$ cat config.mk
export PLATFORM = sky130hd
export DESIGN_NAME = im_loader_flat
export DESIGN_NICKNAME = d
export VERILOG_FILES = /design/src/rtl/im_loader_if.sv /design/src/rtl/im_loader.sv /design/src/flat_wrapper.sv
export SDC_FILE = /design/constraint.sdc
export NUM_CORES = 1
export LEC_CHECK = 0
export ABC_AREA = 1
export BUFFER_PORTS_ARGS = -buffer_cell sky130_fd_sc_hd__buf_2
export CAP_MARGIN = 20
export CORE_MARGIN = 2
export CORE_UTILIZATION = 55
export CTS_BUF_LIST = sky130_fd_sc_hd__clkbuf_16
export DETAILED_ROUTE_END_ITERATION = 12
export PLACE_DENSITY_LB_ADDON = 0.08
export SKIP_LAST_GASP = 1
export SYNTH_ARGS = -nofsm -noshare
export SYNTH_HDL_FRONTEND = slang
export SYNTH_SLANG_ARGS = --single-unit
$ cat constraint.sdc
create_clock -name clk -period 3.6 [get_ports clk]
set_input_delay 0 -clock clk [delete_from_list [all_inputs] [get_ports clk]]
set_output_delay 0 -clock clk [all_outputs]
set_load 0.02 [all_outputs]
$ cat src/rtl/im_loader_if.sv
// Boot-loader bus: byte stream in, IM write port and load status out.
// master = stream source / status observer, slave = the loader itself.
interface im_loader_if #(
    parameter int AW = 10
);
    logic          start;
    logic [7:0]    byte_in;
    logic          byte_valid;
    logic          byte_ready;
    logic          im_we;
    logic [AW-1:0] im_waddr;
    logic [31:0]   im_wdata;
    logic          cpu_hold;
    logic          done;
    logic          err;
    logic [AW:0]   words_loaded;

    modport master (
        output start, byte_in, byte_valid,
        input  byte_ready, im_we, im_waddr, im_wdata,
        input  cpu_hold, done, err, words_loaded
    );

    modport slave (
        input  start, byte_in, byte_valid,
        output byte_ready, im_we, im_waddr, im_wdata,
        output cpu_hold, done, err, words_loaded
    );
endinterface

$ cat src/rtl/im_loader.sv
// Length-prefixed byte stream -> big-endian 32-bit IM writes from address 0; holds the CPU while loading.
// Min 5 cycles/word (4 accepts + 1 WRITE); byte_ready drops in WRITE/IDLE/DONE, gaps on byte_valid stall losslessly.
module im_loader #(
    parameter int DEPTH = 1024,
    parameter int AW    = 10
) (
    input  logic         clk,
    input  logic         rst,
    im_loader_if.slave   s_bus
);
    typedef enum logic [2:0] {
        IDLE   = 3'd0,
        LEN_HI = 3'd1,
        LEN_LO = 3'd2,
        DATA   = 3'd3,
        WRITE  = 3'd4,
        DONE   = 3'd5
    } state_t;

    localparam logic [15:0] LP_DEPTH = 16'(DEPTH);

    state_t        r_state;
    state_t        w_next;
    logic [15:0]   r_len;
    logic [31:0]   r_word;
    logic [1:0]    r_bcnt;
    logic [AW-1:0] r_addr;
    logic [AW:0]   r_cnt;
    logic          r_we;
    logic          r_hold;
    logic          r_done;
    logic          r_err;

    logic          w_ready;
    logic          w_accept;
    logic [15:0]   w_len_full;
    logic [AW:0]   w_cnt_inc;
    logic          w_last_word;
    logic          w_len_zero;
    logic          w_len_big;

    always_comb begin
        w_ready     = (r_state == LEN_HI) || (r_state == LEN_LO) || (r_state == DATA);
        w_accept    = s_bus.byte_valid && w_ready;
        // Full 16-bit length as it will be once the low byte lands
        w_len_full  = {r_len[15:8], s_bus.byte_in};
        w_len_zero  = (w_len_full == 16'd0);
        w_len_big   = (w_len_full > LP_DEPTH);
        w_cnt_inc   = r_cnt + 1'b1;
        w_last_word = (16'(w_cnt_inc) == r_len);

        w_next = r_state;
        case (r_state)
            IDLE, DONE: if (s_bus.start) w_next = LEN_HI;
            LEN_HI:     if (w_accept) w_next = LEN_LO;
            LEN_LO:     if (w_accept) w_next = (w_len_zero || w_len_big) ? DONE : DATA;
            DATA:       if (w_accept && (r_bcnt == 2'd3)) w_next = WRITE;
            WRITE:      w_next = w_last_word ? DONE : DATA;
            default:    w_next = IDLE;
        endcase
    end

    always_ff @(posedge clk) begin
        if (rst) begin
            r_state <= IDLE;
            r_len   <= '0;
            r_word  <= '0;
            r_bcnt  <= '0;
            r_addr  <= '0;
            r_cnt   <= '0;
            r_we    <= 1'b0;
            r_hold  <= 1'b0;
            r_done  <= 1'b0;
            r_err   <= 1'b0;
        end else begin
            r_state <= w_next;
            r_we    <= (w_next == WRITE);
            case (r_state)
                IDLE, DONE: begin
                    if (s_bus.start) begin
                        r_done <= 1'b0;
                        r_err  <= 1'b0;
                        r_cnt  <= '0;
                        r_bcnt <= '0;
                        r_addr <= '0;
                        r_word <= '0;
                        r_hold <= 1'b1;
                    end
                end
                LEN_HI: begin
                    if (w_accept) r_len[15:8] <= s_bus.byte_in;
                end
                LEN_LO: begin
                    if (w_accept) begin
                        r_len[7:0] <= s_bus.byte_in;
                        if (w_len_zero || w_len_big) begin
                            r_done <= 1'b1;
                            r_err  <= w_len_big;
                            r_hold <= 1'b0;
                        end
                    end
                end
                DATA: begin
                    if (w_accept) begin
                        r_word <= {r_word[23:0], s_bus.byte_in};
                        r_bcnt <= r_bcnt + 2'd1;
                    end
                end
                WRITE: begin
                    r_addr <= r_addr + 1'b1;
                    r_cnt  <= w_cnt_inc;
                    if (w_last_word) begin
                        r_done <= 1'b1;
                        r_hold <= 1'b0;
                    end
                end
                default: ;
            endcase
        end
    end

    // r_word is frozen during WRITE since no byte can be accepted there
    assign s_bus.byte_ready   = w_ready;
    assign s_bus.im_we        = r_we;
    assign s_bus.im_waddr     = r_addr;
    assign s_bus.im_wdata     = r_word;
    assign s_bus.cpu_hold     = r_hold;
    assign s_bus.done         = r_done;
    assign s_bus.err          = r_err;
    assign s_bus.words_loaded = r_cnt;
endmodule

$ cat src/flat_wrapper.sv
// flat-port wrapper written by rule: the top's interface ports become plain ports
module im_loader_flat 
#(
    parameter int DEPTH = 1024,
    parameter int AW    = 10
)
  (clk, rst, s_bus_start, s_bus_byte_in, s_bus_byte_valid, s_bus_byte_ready, s_bus_im_we, s_bus_im_waddr, s_bus_im_wdata, s_bus_cpu_hold, s_bus_done, s_bus_err, s_bus_words_loaded);
  im_loader_if #(.AW(AW)) s_bus_i ();
  input  logic clk;
  input  logic rst;
  input wire logic [$bits(s_bus_i.start)-1:0] s_bus_start;
  input wire logic [$bits(s_bus_i.byte_in)-1:0] s_bus_byte_in;
  input wire logic [$bits(s_bus_i.byte_valid)-1:0] s_bus_byte_valid;
  output wire logic [$bits(s_bus_i.byte_ready)-1:0] s_bus_byte_ready;
  output wire logic [$bits(s_bus_i.im_we)-1:0] s_bus_im_we;
  output wire logic [$bits(s_bus_i.im_waddr)-1:0] s_bus_im_waddr;
  output wire logic [$bits(s_bus_i.im_wdata)-1:0] s_bus_im_wdata;
  output wire logic [$bits(s_bus_i.cpu_hold)-1:0] s_bus_cpu_hold;
  output wire logic [$bits(s_bus_i.done)-1:0] s_bus_done;
  output wire logic [$bits(s_bus_i.err)-1:0] s_bus_err;
  output wire logic [$bits(s_bus_i.words_loaded)-1:0] s_bus_words_loaded;
  assign s_bus_i.start = s_bus_start;
  assign s_bus_i.byte_in = s_bus_byte_in;
  assign s_bus_i.byte_valid = s_bus_byte_valid;
  assign s_bus_byte_ready = s_bus_i.byte_ready;
  assign s_bus_im_we = s_bus_i.im_we;
  assign s_bus_im_waddr = s_bus_i.im_waddr;
  assign s_bus_im_wdata = s_bus_i.im_wdata;
  assign s_bus_cpu_hold = s_bus_i.cpu_hold;
  assign s_bus_done = s_bus_i.done;
  assign s_bus_err = s_bus_i.err;
  assign s_bus_words_loaded = s_bus_i.words_loaded;
  im_loader #(.DEPTH(DEPTH), .AW(AW)) u_core (.clk(clk), .rst(rst), .s_bus(s_bus_i));
endmodule
==> results by group, run 1 <==
Worst hold path
  – Worst Hold Path Cells: 3
  – Worst min path class: primary input to flip-flop
  – Hold path startpoint: s_bus_byte_in[5]
  – End of the worst hold path: u_core.s_bus.im_wdata[5]

Global routing
  – Number of global-route vias before repair: roughly 3,200
  – Largest net degree at the start of global routing: 54
  – GR Util met3: 3.736%
  – Overflow after GRT: 0
  – GRT met1 Usage: about a third
  – Global-route usage over all layers: between 20% and 30%
  – Met2 track demand over resource: about two fifths
  – GRT Max-Usage Layer: met2
  – Global-route wire length before repair: 14.35 mm
  – Initial antenna violation count: 0

Layout
  – Core Util, Final: 67.56%
  – Number of antenna repair diodes: 0
  – Share of final-layout standard cells stronger than drive strength 1: about a fifth
  – Most common cell after layout, fill and taps aside: nand2_1
  – Layout Area Growth over Synthesis: 19.82%
  – Sequential cell area: around 0.0016 sq mm
  – Area occupied by multi-input gates: around 0.0017 sq mm
  – Total Nets Final: about 580
  – Layout Cells excl Fill: 647
  – Leading cell types in the layout, fill and taps excluded: nand2_1, dfxtp_1, a21oi_1
  – Total of fill cells in the finished design: between 500 and 600

Placement
  – HPWL Detailed: just under 6 mm
  – Pre-CTS setup slack: approximately 1400 ps
  – Final estimated routing congestion in global placement: slightly above 0.8
  – Number of port buffers: 69
  – Cell Count Post-Placement: 628

Timing
  – TNS Setup: 0 ps
  – Maximum clock frequency: 453.9 MHz
  – Slew Limit Fails: 0
  – Max-slew headroom: between 50% and 60%
  – Slew at the pin closest to its max-slew limit: 674.8 ps
  – Number of failing setup endpoints in the final timing report: 0
  – Time the worst path needs with I/O delays and setup: about 2200 ps
  – Final cycle utilization of the critical path: slightly above 60%
  – Post-route setup slack: 1397 ps
  – Final hold violations: 0
  – RSZ-0062 raised after global routing: no
  – Post-route clock skew: a little under 6 ps

Detailed routing
  – Sum of routed wire length over all layers: between 8 and 9 mm
  – Routed wire per std cell: between 10 and 15 um
  – Ratio of routed vias to standard cells: roughly 5.4
  – Initial detailed-routing violation count: between 100 and 150
  – Post-route DRC: 0
  – Via total after detailed routing: approximately 3,500
  – Post-route antenna net violation count: 0
  – Number of optimization iterations in the first detailed-route pass: 5

Logic synthesis
  – Proportion of synthesized flip-flops having asynchronous set or reset: 0%
  – Area share of the largest cell type after synthesis: 43.87%
  – Number of enable-type register cells in the synthesized netlist: 0
  – Mapped Nets: 515
  – Total of flip-flops plus latches after synthesis: between 70 and 80
  – Post-synth top area cell: dfxtp_1
  – Yosys warning count: 0
  – Most instantiated flip-flop cell in the synthesis netlist: dfxtp_1
  – Post-synthesis instance area: roughly 0.0036 sq mm
  – Synth cell types: 38
  – Number of cells produced by synthesis: 500
  – Biggest area contributors in the synthesized netlist: dfxtp_1, a21oi_1, nand2_1
  – Proportion of synthesized chip area in sequential cells: a little over two fifths
  – Mean Syn Cell Area: around 7 sq um

Critical path
  – Worst Path Max Fanout: 37
  – CP max-delay cell: inv_2
  – Sort of element at the end of the critical path: flip-flop
  – Critical path cell sequence: inv_1, nor2_1, inv_1, nor2_2, buf_4, a21oi_4, buf_4, inv_2, nand3b_1, a21oi_1
  – Data required time at the worst endpoint: just under 4000 ps
  – Buffers plus inverters on the worst setup path: 5
  – Type of element launching the critical path: flip-flop
  – Cell type group with the largest total delay on the critical path: buffers and inverters
  – Worst stage delay on the critical path: around 480 ps
  – Flop-to-flop setup slack: ~1400 ps
  – Type of the worst setup path: flip-flop to flip-flop
  – RR Startpoint: u_core.r_state[1]
  – Crit path arrival time: between 2000 and 2500 ps
  – Capture instance of the worst register-to-register path: u_core.r_bcnt[0]
  – Worst reg-to-reg path cell count: 10

Clock network
  – CTS buffer count: 9
  – Clock root buffer: clkbuf_16
  – H-tree depth: 3
  – Worst skew pair latency: between 300 and 400 ps
  – Postcts setup bufs: 0
  – Clock-pin slew on the worst setup and hold paths: ~60 ps
  – Bufs on Longest Clock Path: 2
  – Clock tree from TritonCTS: done
  – Clock sink total: 78
  – Quantity of gates resized following cts: 0

Die
  – Die span in x: between 80 and 90 um
  – Placeable Area: 0.006314 sq mm
  – Boundary Pins: 70
  – Initial core utilization: a little under three fifths
  – Chip height: between 80 and 90 um
  – Area of the die: 0.007132 sq mm
  – Placement row count: 29

Power and ir drop
  – Static Leakage: approximately 0.0019 uW
  – Final Power: slightly above 3000 uW
  – Worst IR Drop VDD: between 0.5 and 0.6 mV
  – Pwr/cell area: between 700 and 800 mW/mm^2

Outcome
  – Result of the run: finished clean

Flow run
  – Number of maximum-capacitance violations: 0
==> cells in the mapped netlist (all sizes together) (3+ instances only) <==
library cell and count:
a21oi 72, buf 7, clkbuf 14, dfxtp 78, ha 3, inv 44, nand2 88, nand3 24
nand3b 3, nand4 3, nor2 77, nor3 8, o21ai 58
==> layout make-up <==
type	instances	share of cell area [%]
sequential	78	36.61
tap	77	2.259
multi-input combinational	356	40.77
clock buffer	9	5.280
clock inverter	6	1.496
inverter	45	4.019
timing repair buffer	76	9.563
==> flip-flops by register name, summed over array words and instances, names as in the netlist <==
name                       count
u_core.s_bus.im_we             1
u_core.s_bus.done              1
u_core.s_bus.cpu_hold          1
u_core.r_state                 3
u_core.s_bus.words_loaded     11
u_core.s_bus.im_waddr         10
u_core.r_len                  16
u_core.r_bcnt                  2
u_core.s_bus.err               1
u_core.s_bus.im_wdata         32
==> kinds of logic (layout without fill, tap and decap cells) <==
logic type	count (synthesis)	in the layout	synth area share (%)
simple gates	207	207	25.17
compound gates	143	143	21.51
flops	78	78	43.87
buf+inv	66	136	7.276
fa+ha+maj	3	3	1.055
xor+xnor	3	3	1.125
==> tightest hold or removal path: stages <==
cell     delay (ps)
buf_2           130
a21oi_1          80
nor2_1          100
==> layer usage <==
layer	part of all wire, %	vias up
met4	2.4	0
met5	0	-
met2	46	93
met3	4.2	20
li1	-	1786
met1	47	1590
==> how the worst max path moves through the flow <==
stage                                           end                         start  slack, ps  depth (start not counted)
final                              u_core.r_bcnt[0]             u_core.r_state[1]       1400                         10
after global routing      u_core.s_bus.im_wdata[11]             u_core.r_state[0]       1140                         12
after CTS                          u_core.r_bcnt[0]             u_core.r_state[1]       1400                         10
after global placement             u_core.r_bcnt[0]             u_core.r_state[1]       1480                         10
after floorplan                   u_core.s_bus.done  u_core.s_bus.words_loaded[0]       1640                         14
after detailed placement           u_core.r_bcnt[0]             u_core.r_state[1]       1410                         10
==> timing repair <==
item                                    in CTS  in global routing
hold endpoints to repair                     6                  0
endpoints found under the setup margin       0                  0
hold buffers                                 4                  0
==> where the power goes <==
part / internal [uW] / total [uW] / switching, uW
logic: 314 / 994 / 680
clock network: 531 / 884 / 353
registers: 1030 / 1150 / 115
==> stage by stage <==
stage / hold slack, ps / area [sq um]
floorplan: 134.9 / 3560
global placement: 301.1 / 3936
detailed placement: 300.9 / 3936
CTS: 2.065 / 4265
global route: 24.88 / 4265
finish: 7.679 / 4265
Note: power is estimated with default switching activity, not from simulation.
==> run 2: changes to the inputs <==
--- a/config.mk
+++ b/config.mk
@@ -9,7 +9,7 @@
 export BUFFER_PORTS_ARGS = -buffer_cell sky130_fd_sc_hd__buf_2
 export CAP_MARGIN = 20
 export CORE_MARGIN = 2
-export CORE_UTILIZATION = 55
+export CORE_UTILIZATION = 49
 export CTS_BUF_LIST = sky130_fd_sc_hd__clkbuf_16
 export DETAILED_ROUTE_END_ITERATION = 12
 export PLACE_DENSITY_LB_ADDON = 0.08
==> constraint.sdc (replaced) <==
create_clock -name clk -period 1.88 [get_ports clk]
set_input_delay 0 -clock clk [delete_from_list [all_inputs] [get_ports clk]]
set_output_delay 0 -clock clk [all_outputs]
set_load 0.02 [all_outputs]
==> results by group, run 2 (synthesis results as in run 1) <==
Detailed routing
  – Routed wire per std cell: 13.09 um (was 13.30 um)
  – Post-route antenna net violation count: 0 (unchanged)
  – Number of optimization iterations in the first detailed-route pass: 4 (was 5)
  – Post-route DRC: 0 (unchanged)
  – Ratio of routed vias to standard cells: 5.077 (was 5.393)
  – Sum of routed wire length over all layers: 9.019 mm (was 8.605 mm)
  – Via total after detailed routing: 3,498 (was 3,489)
  – Initial detailed-routing violation count: 148 (was 141)

Global routing
  – Number of global-route vias before repair: 3,131 (was 3,166)
  – Overflow after GRT: 0 (unchanged)
  – Largest net degree at the start of global routing: 35 (was 54)
  – Global-route usage over all layers: 23.50% (was 24.51%)
  – Initial antenna violation count: 0 (unchanged)
  – Global-route wire length before repair: 14.63 mm (was 14.35 mm)

Die
  – Area of the die: 0.007962 sq mm (was 0.007132 sq mm)
  – Initial core utilization: 49.88% (was 56.38%)
  – Placeable Area: 0.007137 sq mm (was 0.006314 sq mm)
  – Die span in x: 89.23 um (was 84.45 um)
  – Placement row count: 31 (was 29)
  – Boundary Pins: 70 (unchanged)
  – Chip height: 89.23 um (was 84.45 um)

Timing
  – Final hold violations: 0 (unchanged)
  – Post-route clock skew: 5.686 ps (was 5.913 ps)
  – Slew Limit Fails: 0 (unchanged)
  – Number of failing setup endpoints in the final timing report: 0 (unchanged)
  – RSZ-0062 raised after global routing: yes (was no)
  – Worst hold-check slack: 2.690 ps (was 7.679 ps)
  – Time the worst path needs with I/O delays and setup: 1820 ps (was 2203 ps)
  – Max-slew headroom: 74.39% (was 54.97%)
  – Maximum clock frequency: 549.4 MHz (was 453.9 MHz)
  – Final cycle utilization of the critical path: 96.82% (was 61.20%)
  – Slew at the pin closest to its max-slew limit: 383.8 ps (was 674.8 ps)

Layout
  – Share of final-layout standard cells stronger than drive strength 1: 23.05% (was 20.18%)
  – Total Nets Final: 600 (was 581)
  – Leading cell types in the layout, fill and taps excluded: nand2_1, dfxtp_1, a21oi_1 (unchanged)
  – Layout Area Growth over Synthesis: 27.38% (was 19.82%)
  – Number of flip-flops under the largest register name: 32 (unchanged)
  – Most common cell after layout, fill and taps aside: nand2_1 (unchanged)
  – Area occupied by multi-input gates: 0.001773 sq mm (was 0.001739 sq mm)
  – Number of antenna repair diodes: 0 (unchanged)
  – Layout Cells excl Fill: 689 (was 647)
  – Core Util, Final: 63.53% (was 67.56%)
  – Total of fill cells in the finished design: 696 (was 577)
  – Sequential cell area: 0.001565 sq mm (was 0.001562 sq mm)
  – Final Cell Area: 0.004534 sq mm (was 0.004265 sq mm)

Critical path
  – Crit path arrival time: 2030 ps (was 2470 ps)
  – Sort of element at the end of the critical path: flip-flop (unchanged)
  – Worst Path Max Fanout: 5 (was 37)
  – Type of the worst setup path: flip-flop to flip-flop (unchanged)
  – Type of element launching the critical path: flip-flop (unchanged)
  – Data required time at the worst endpoint: 2090 ps (was 3860 ps)

Power and ir drop
  – Static Leakage: 0.002032 uW (was 0.001879 uW)
  – Final Power: 6151 uW (was 3026 uW)
  – Worst IR Drop VDD: 0.8394 mV (was 0.5630 mV)
  – Pwr/cell area: 1356 mW/mm^2 (was 709.4 mW/mm^2)

Placement
  – Cell Count Post-Placement: 662 (was 628)
  – Cell area after placement: 0.004056 sq mm (was 0.003936 sq mm)
  – Final estimated routing congestion in global placement: 0.9073 (was 0.8292)
  – Number of port buffers: 69 (unchanged)
  – HPWL Detailed: 6.122 mm (was 5.796 mm)

Clock network
  – H-tree depth: 3 (unchanged)
  – Bufs on Longest Clock Path: 2 (unchanged)
  – Worst skew pair latency: 330 ps (about the same)
  – Clock sink total: 78 (unchanged)
  – Clock root buffer: clkbuf_16 (unchanged)
  – Clock-pin slew on the worst setup and hold paths: 60 ps (about the same)
  – Clock tree from TritonCTS: done (unchanged)
  – CTS buffer count: 9 (unchanged)

Flow run
  – Number of maximum-capacitance violations: 0 (unchanged)

Worst hold path
  – Worst min path class: primary input to flip-flop (unchanged)

Outcome
  – Result of the run: finished clean (unchanged)
-- run 2: per-stage QoR --
stage / setup TNS, ps / setup WS [ps]
after CTS: 0 / 22.35
after floorplan: 0 / 51.03
after global routing: -374.6 / -116.1
after detailed placement: 0 / 1.318
final: 0 / 59.77
after global placement: 0 / 101.7
-- run 2: cell type report --
cell class / count / share of cell area, %
Clock buffer: 9 / 4.967
Clock inverter: 7 / 2.483
Inverter: 45 / 3.836
Multi-Input combinational cell: 356 / 39.10
Sequential cell: 78 / 34.52
Tap cell: 99 / 2.732
Timing Repair Buffer: 95 / 12.36
-- run 2: power by group --
part           switching (uW)  total, uW  internal (uW)
Combinational            1330       2000            669
Clock                     671       1960           1290
Sequential                213       2190           1980
-- run 2: metal layers --
metal  wire length, um  track usage, %
met5                 0               0
met4                64           9.091
met3               430           5.725
met2              4333           37.04
met1              4190           31.17
-- run 2: critical path, cell delays in order, from the launching register on --
cell and delay (ps):
dfxtp_2 350, ha_4 160, nand2_4 80, nor3_4 230, nand2_1 70, nand2_1 90
nand2_1 80, nand2_1 60, nand2_1 60, nor2_2 130, nand3_2 90, nand2_2 100
nand2_2 60, nand2_1 80, a21oi_2 50
-- run 2: worst paths after layout --
kind | start | end | slack [ps] | cells after the start
max | u_core.s_bus.words_loaded[1] | u_core.s_bus.done | 60 | 14
min | s_bus_byte_in[7] | u_core.s_bus.im_wdata[7] | 3 | 3
max reg2reg | u_core.s_bus.words_loaded[1] | u_core.s_bus.done | 60 | 14
min reg2reg | u_core.r_len[12] | u_core.r_len[12] | 450 | 2
-- run 2: what timing repair did --
action | 4_1_cts | 5_1_grt
hold endpoints to repair | 11 | 0
resized for setup | 1 | 9
hold buffers | 8 | 0
pin swaps | 0 | 5
setup buffers | 0 | 3
endpoints found under the setup margin | 1 | 25
